<file path="config.mk">
export PLATFORM = sky130hd
export DESIGN_NAME = traffic_timer
export DESIGN_NICKNAME = d
export VERILOG_FILES = /design/src/rtl/traffic_timer.sv
export SDC_FILE = /design/constraint.sdc
export NUM_CORES = 1
export LEC_CHECK = 0
export CAP_MARGIN = 5
export CORE_AREA = 2 2 39 41
export DETAILED_ROUTE_END_ITERATION = 12
export DIE_AREA = 0 0 41 43
export PLACE_DENSITY = 0.68
export SETUP_SLACK_MARGIN = 0.02
export SLEW_MARGIN = 20
export SYNTH_ARGS = -nofsm -noshare
export SYNTH_HDL_FRONTEND = slang
export SYNTH_SLANG_ARGS = --single-unit
</file>
<file path="constraint.sdc">
create_clock -name clk -period 2.1 [get_ports clk]
set_clock_uncertainty 0.05 [all_clocks]
set_input_delay 0.21 -clock clk [delete_from_list [all_inputs] [get_ports clk]]
set_output_delay 0.21 -clock clk [all_outputs]
set_load 0.02 [all_outputs]
</file>
<file path="src/rtl/traffic_timer.sv">
// ----------------------------------------------------------------------------
// traffic_timer
//
// Interval timer that sits beside the traffic-light controller FSM. The
// controller raises the start-request level `sc`; the timer acknowledges it
// with a single-cycle `fb` pulse, restarts its count from zero, and then
// raises `ts` (short / yellow interval done) and `tl` (long / green interval
// done) as the count reaches TS_LIMIT and TL_LIMIT ticks. The count
// saturates at TL_LIMIT, so an idle timer simply parks with ts = tl = 1.
//
// The timer runs straight out of reset. No start request is needed for
// the first interval.
//
// Optional build macro:
//   TIMER_PRESCALE_EN  When defined, a PS_W-bit prescaler divides clk so that
//                      one tick occurs every PRESCALE clk cycles. When not
//                      defined, every clk cycle is a tick and PRESCALE/PS_W
//                      are unused.
//
// Ports:
//   clk    in   1      system clock, rising edge
//   rst_n  in   1      asynchronous reset, active low
//   sc     in   1      start-count request level, held until fb seen
//   fb     out  1      start acknowledge, one-cycle pulse
//   ts     out  1      short interval elapsed (level, cleared on restart)
//   tl     out  1      long interval elapsed (level, cleared on restart)
//   cnt    out  CNT_W  current tick count (observation only)
// ----------------------------------------------------------------------------

module traffic_timer #(
    parameter int unsigned CNT_W    = 8,
    parameter int unsigned TS_LIMIT = 5,
    parameter int unsigned TL_LIMIT = 25,
    parameter int unsigned PS_W     = 26,
    parameter int unsigned PRESCALE = 50000000
) (
    input  logic             clk,
    input  logic             rst_n,
    input  logic             sc,
    output logic             fb,
    output logic             ts,
    output logic             tl,
    output logic [CNT_W-1:0] cnt
);

    localparam logic [CNT_W-1:0] TsLimit = CNT_W'(TS_LIMIT);
    localparam logic [CNT_W-1:0] TlLimit = CNT_W'(TL_LIMIT);

    logic             r_fb;
    logic             r_ts;
    logic             r_tl;
    logic [CNT_W-1:0] r_cnt;

    logic             w_restart;
    logic             w_tick;
    logic [CNT_W-1:0] w_cnt_next;

    // A request is only honoured while no acknowledge is in flight. On the
    // fb cycle sc is ignored, so a controller that drops sc after seeing fb
    // gets exactly one restart.
    assign w_restart = sc & ~r_fb;

`ifdef TIMER_PRESCALE_EN
    localparam logic [PS_W-1:0] PsLast = PS_W'(PRESCALE - 1);

    logic [PS_W-1:0] r_ps;

    assign w_tick = (r_ps == PsLast);

    // The restart also realigns the prescaler, so a fresh interval always
    // lasts whole multiples of PRESCALE cycles.
    always_ff @(posedge clk or negedge rst_n) begin
        if (!rst_n) begin
            r_ps <= '0;
        end else if (w_restart || w_tick) begin
            r_ps <= '0;
        end else begin
            r_ps <= r_ps + 1'b1;
        end
    end
`else
    assign w_tick = 1'b1;

    // The prescaler configuration is meaningless in this build.
    logic w_unused_cfg;
    assign w_unused_cfg = ^{PS_W[0], PRESCALE[0]};
`endif

    // Restart wins over a coincident tick. Counting stops at TL_LIMIT.
    always_comb begin
        w_cnt_next = r_cnt;
        if (w_restart) begin
            w_cnt_next = '0;
        end else if (w_tick && (r_cnt < TlLimit)) begin
            w_cnt_next = r_cnt + 1'b1;
        end
    end

    // ts/tl follow the next count directly. Because the count only climbs
    // until a restart, both behave as sticky flags, and tl implies ts.
    always_ff @(posedge clk or negedge rst_n) begin
        if (!rst_n) begin
            r_cnt <= '0;
            r_fb  <= 1'b0;
            r_ts  <= 1'b0;
            r_tl  <= 1'b0;
        end else begin
            r_cnt <= w_cnt_next;
            r_fb  <= w_restart;
            r_ts  <= (w_cnt_next >= TsLimit);
            r_tl  <= (w_cnt_next >= TlLimit);
        end
    end

    assign fb  = r_fb;
    assign ts  = r_ts;
    assign tl  = r_tl;
    assign cnt = r_cnt;

endmodule

</file>
==> impl_results.md <==
* Status: completed
* Die X at 41 µm
* Synth Area in Simple Gates at 19.15%
* CP Class: reg -> reg
* Adder-cell share of the synthesized area at 4.728%
* Synth cell count leaders: 11 x dfrtp_1, 6 x nor2_1, 6 x nor2b_1
* Critical Path End: tl
* Async SR Flop Fraction at 100.0%
* Final hold vios at 0
* Wirelength per Cell at 12.41 µm
* Total wire length at 1018 µm
* Cell family with most CP delay: compound AO/OA/AOI/OAI gates
* XOR/XNOR Fraction of Synth Area at 1.655%
* Placed cells at 78
* Setup Buffers After CTS at 0
* CTS Buffer Depth at 2
* Hold_buf cts at 0
* Finished Layout Cells at 82
* Setup_tns at 0 ns
* Mapped cell area at 529.3 µm²
* Final setup vio count at 0
* Core ar. at 1384 µm²
* CP max stage cell: dfrtp_1
* Port bufs at 13
* Footprint of the multi-input gates at 239.0 µm²
* Slew Viols, Final at 0
* Mux cell area share after synthesis at 6.619%
* Worst Setup Slack, final at 0.3248 ns
* CTS tree: yes
* Placed inst area at 683.2 µm²
* Peak supply drop at 0.0003224 V
* Initial antenna violation count at 0
* Crit path arrival time at 1.87 ns
* Worst-margin pin slew at 0.4762 ns
* Syn_nets at 54
* Vias at 421
* Mapped Cells at 49
* Area fraction in compound gates after synthesis at 13.00%
* Num CTS Buffers at 3
* DR pass1 iterations at 3
* Gp weighted congestion at 0.7094
* Max_cap viols at 0
* Leading cell type by number of instances after synthesis: dfrtp_1
* Critical path required time at 2.19 ns
* H-tree lvl count at 1
* Reg area at 275.3 µm²
* Primary FF master, synth: dfrtp_1
* Rows at 14
* CP Depth at 7
* Final ANT Viol Nets at 0
* Clk sinks at 11
* Worst R2R Path Depth at 7
* DRC at 0
* Max stage delay on crit path at 0.40 ns
* Initial DRC count at 4
* Seq cells post-synth at 11
* Area grow syn2layout at 34.04%
* Syn. warnings at 0
* Root buffer cell: clkbuf_4
* Synth Area per Inst at 10.80 µm²
* Die ar. at 1763 µm²
* Share of layout cells above drive strength 1 at 10.61%
* Peak fanout along the critical path at 5
* Worst R2R End: tl
* Starting Density at 38.25%
* Reg clk slew, reported paths at 0.08 ns
* Resized Gates After CTS at 0
* Top cell type's share of synthesized area at 52.01%
* EDFF count, synth at 0
* Post-route clock period utilization at 84.53%
* I/O pins at 14
* Final #Nets at 72
* DP Worst Slack at 0.3359 ns
* PwrDens at 894.8 nW/µm²
* Post-route cell area at 709.4 µm²
* First-pass GRT wire length at 1628 µm
* Main combinational cell family by area after synthesis: simple AND/OR/NAND/NOR gates
* FF-to-FF setup slack at 0.32 ns
* Post-synth top area cell: dfrtp_1
* Top cells by area, synth: dfrtp_1 52%, nor2b_1 7.1%, ha_1 4.7%
* Vias in the first global route at 400
* CP bufs+invs at 1
* DR vias/cell at 5.134
* Diode count at 0
* Crit path time final at 1.775 ns
* Largest net degree at the start of global routing at 12
* RSZ-0062 raised after global routing: false
* Netlist cell types at 22
* CP Capture Type: flop
* Worst skew pair latency at 0.27 ns
* Total gr overflow at 0
* Layout fillers at 136
* Crit path launch: cnt[0]
* Hold Path Class: in -> async
* Crit path cell chain: inv_1 > ha_1 > nor2b_1 > o211ai_1 > mux2_4 > o211ai_2 > o21ai_1
* Critical Path Start Type: flop
* Worst hold margin at 0.2125 ns
* Sequential share of the synthesized area at 52.01%
* Peak Freq at 563.3 MHz
* Static leakage at 0.3251 nW
* HPWL Detailed at 769.3 µm
* Die Height at 43 µm
* Worst R2R Start: cnt[0]
* Slew margin rel. at 68.16%
* Aggregate global-route resource usage at 14.05%
## state kept, by name, indices dropped and copies added, names as in the netlist
| signal | flops |
|---|---|
| cnt | 8 |
| fb | 1 |
| tl | 1 |
| ts | 1 |
## per-stage QoR
step                      total power, mW  utilization, %
after global routing               0.6771           51.27
final                              0.6348           51.27
after global placement             0.4899           49.37
after detailed placement           0.4967           49.37
after floorplan                    0.4030               -
after CTS                          0.6424           51.27
## layout make-up
| class | instances | area share (%) |
|---|---|---|
| well taps | 16 | 2.822 |
| clock buffers | 4 | 3.704 |
| flip-flops and latches | 11 | 38.80 |
| repair buffers | 14 | 19.40 |
| inverters | 3 | 1.587 |
| multi-input cells | 34 | 33.69 |
## power by group
part | internal (mW) | total, mW | switching (mW)
sequential | 0.242 | 0.277 | 0.0357
combinational | 0.105 | 0.213 | 0.108
clock | 0.0733 | 0.144 | 0.0710
## cell families after synthesis
logic type,after synthesis
muxes,3
and+or+nand+nor,18
AOI/OAI and AO/OA,10
buffers and inverters,4
DFF,11
adders and majority gates,2
xor gates and xnor gates,1
## worst min-delay path by stage
stage               startpoint  endpoint  cells past startpoint
finish                   rst_n    cnt[4]                      1
global route             rst_n    cnt[0]                      1
CTS                      rst_n    cnt[4]                      1
detailed placement       rst_n    cnt[4]                      1
global placement        cnt[6]    cnt[6]                      1
floorplan                rst_n    cnt[0]                      0
## per-layer routing
layer  track usage (%)  part of all wire, %  routed length [µm]  vias to the layer above
met1             16.50                   43                 437                      206
met2             22.19                   51                 520                       10
met3             3.141                  4.4                  45                        2
li1                  -                    -                   -                      203
met5                 0                    0                   0                        -
met4             8.000                  1.4                  14                        0
## worst register-to-register path: cells and delay by family (launching register included)
| kind | cells | cell delay, ns |
|---|---|---|
| AOI/OAI and AO/OA | 3 | 0.45 |
| DFF | 1 | 0.40 |
| muxes | 1 | 0.35 |
| adders and majority gates | 1 | 0.19 |
| and+or+nand+nor | 1 | 0.13 |
| buffers and inverters | 1 | 0.10 |
## cell usage in the layout, fill, tap and decap left out
master,count
a21oi_1,2
clkdlybuf4s50_1,13
dfrtp_1,11
o21ai_1,2
o21ai_0,1
xnor2_1,1
a31oi_1,1
mux2i_1,2
nand4_1,1
a41o_1,1
a21o_1,1
o211ai_1,1
clkbuf_1,1
nand3_1,1
clkbuf_4,3
and3_1,1
nor2b_1,6
buf_4,1
ha_1,2
inv_1,3
nor3_4,1
nor2_1,6
nand2_1,2
o211ai_2,1
mux2_4,1
No activity file was read; power rests on OpenSTA's default activity.
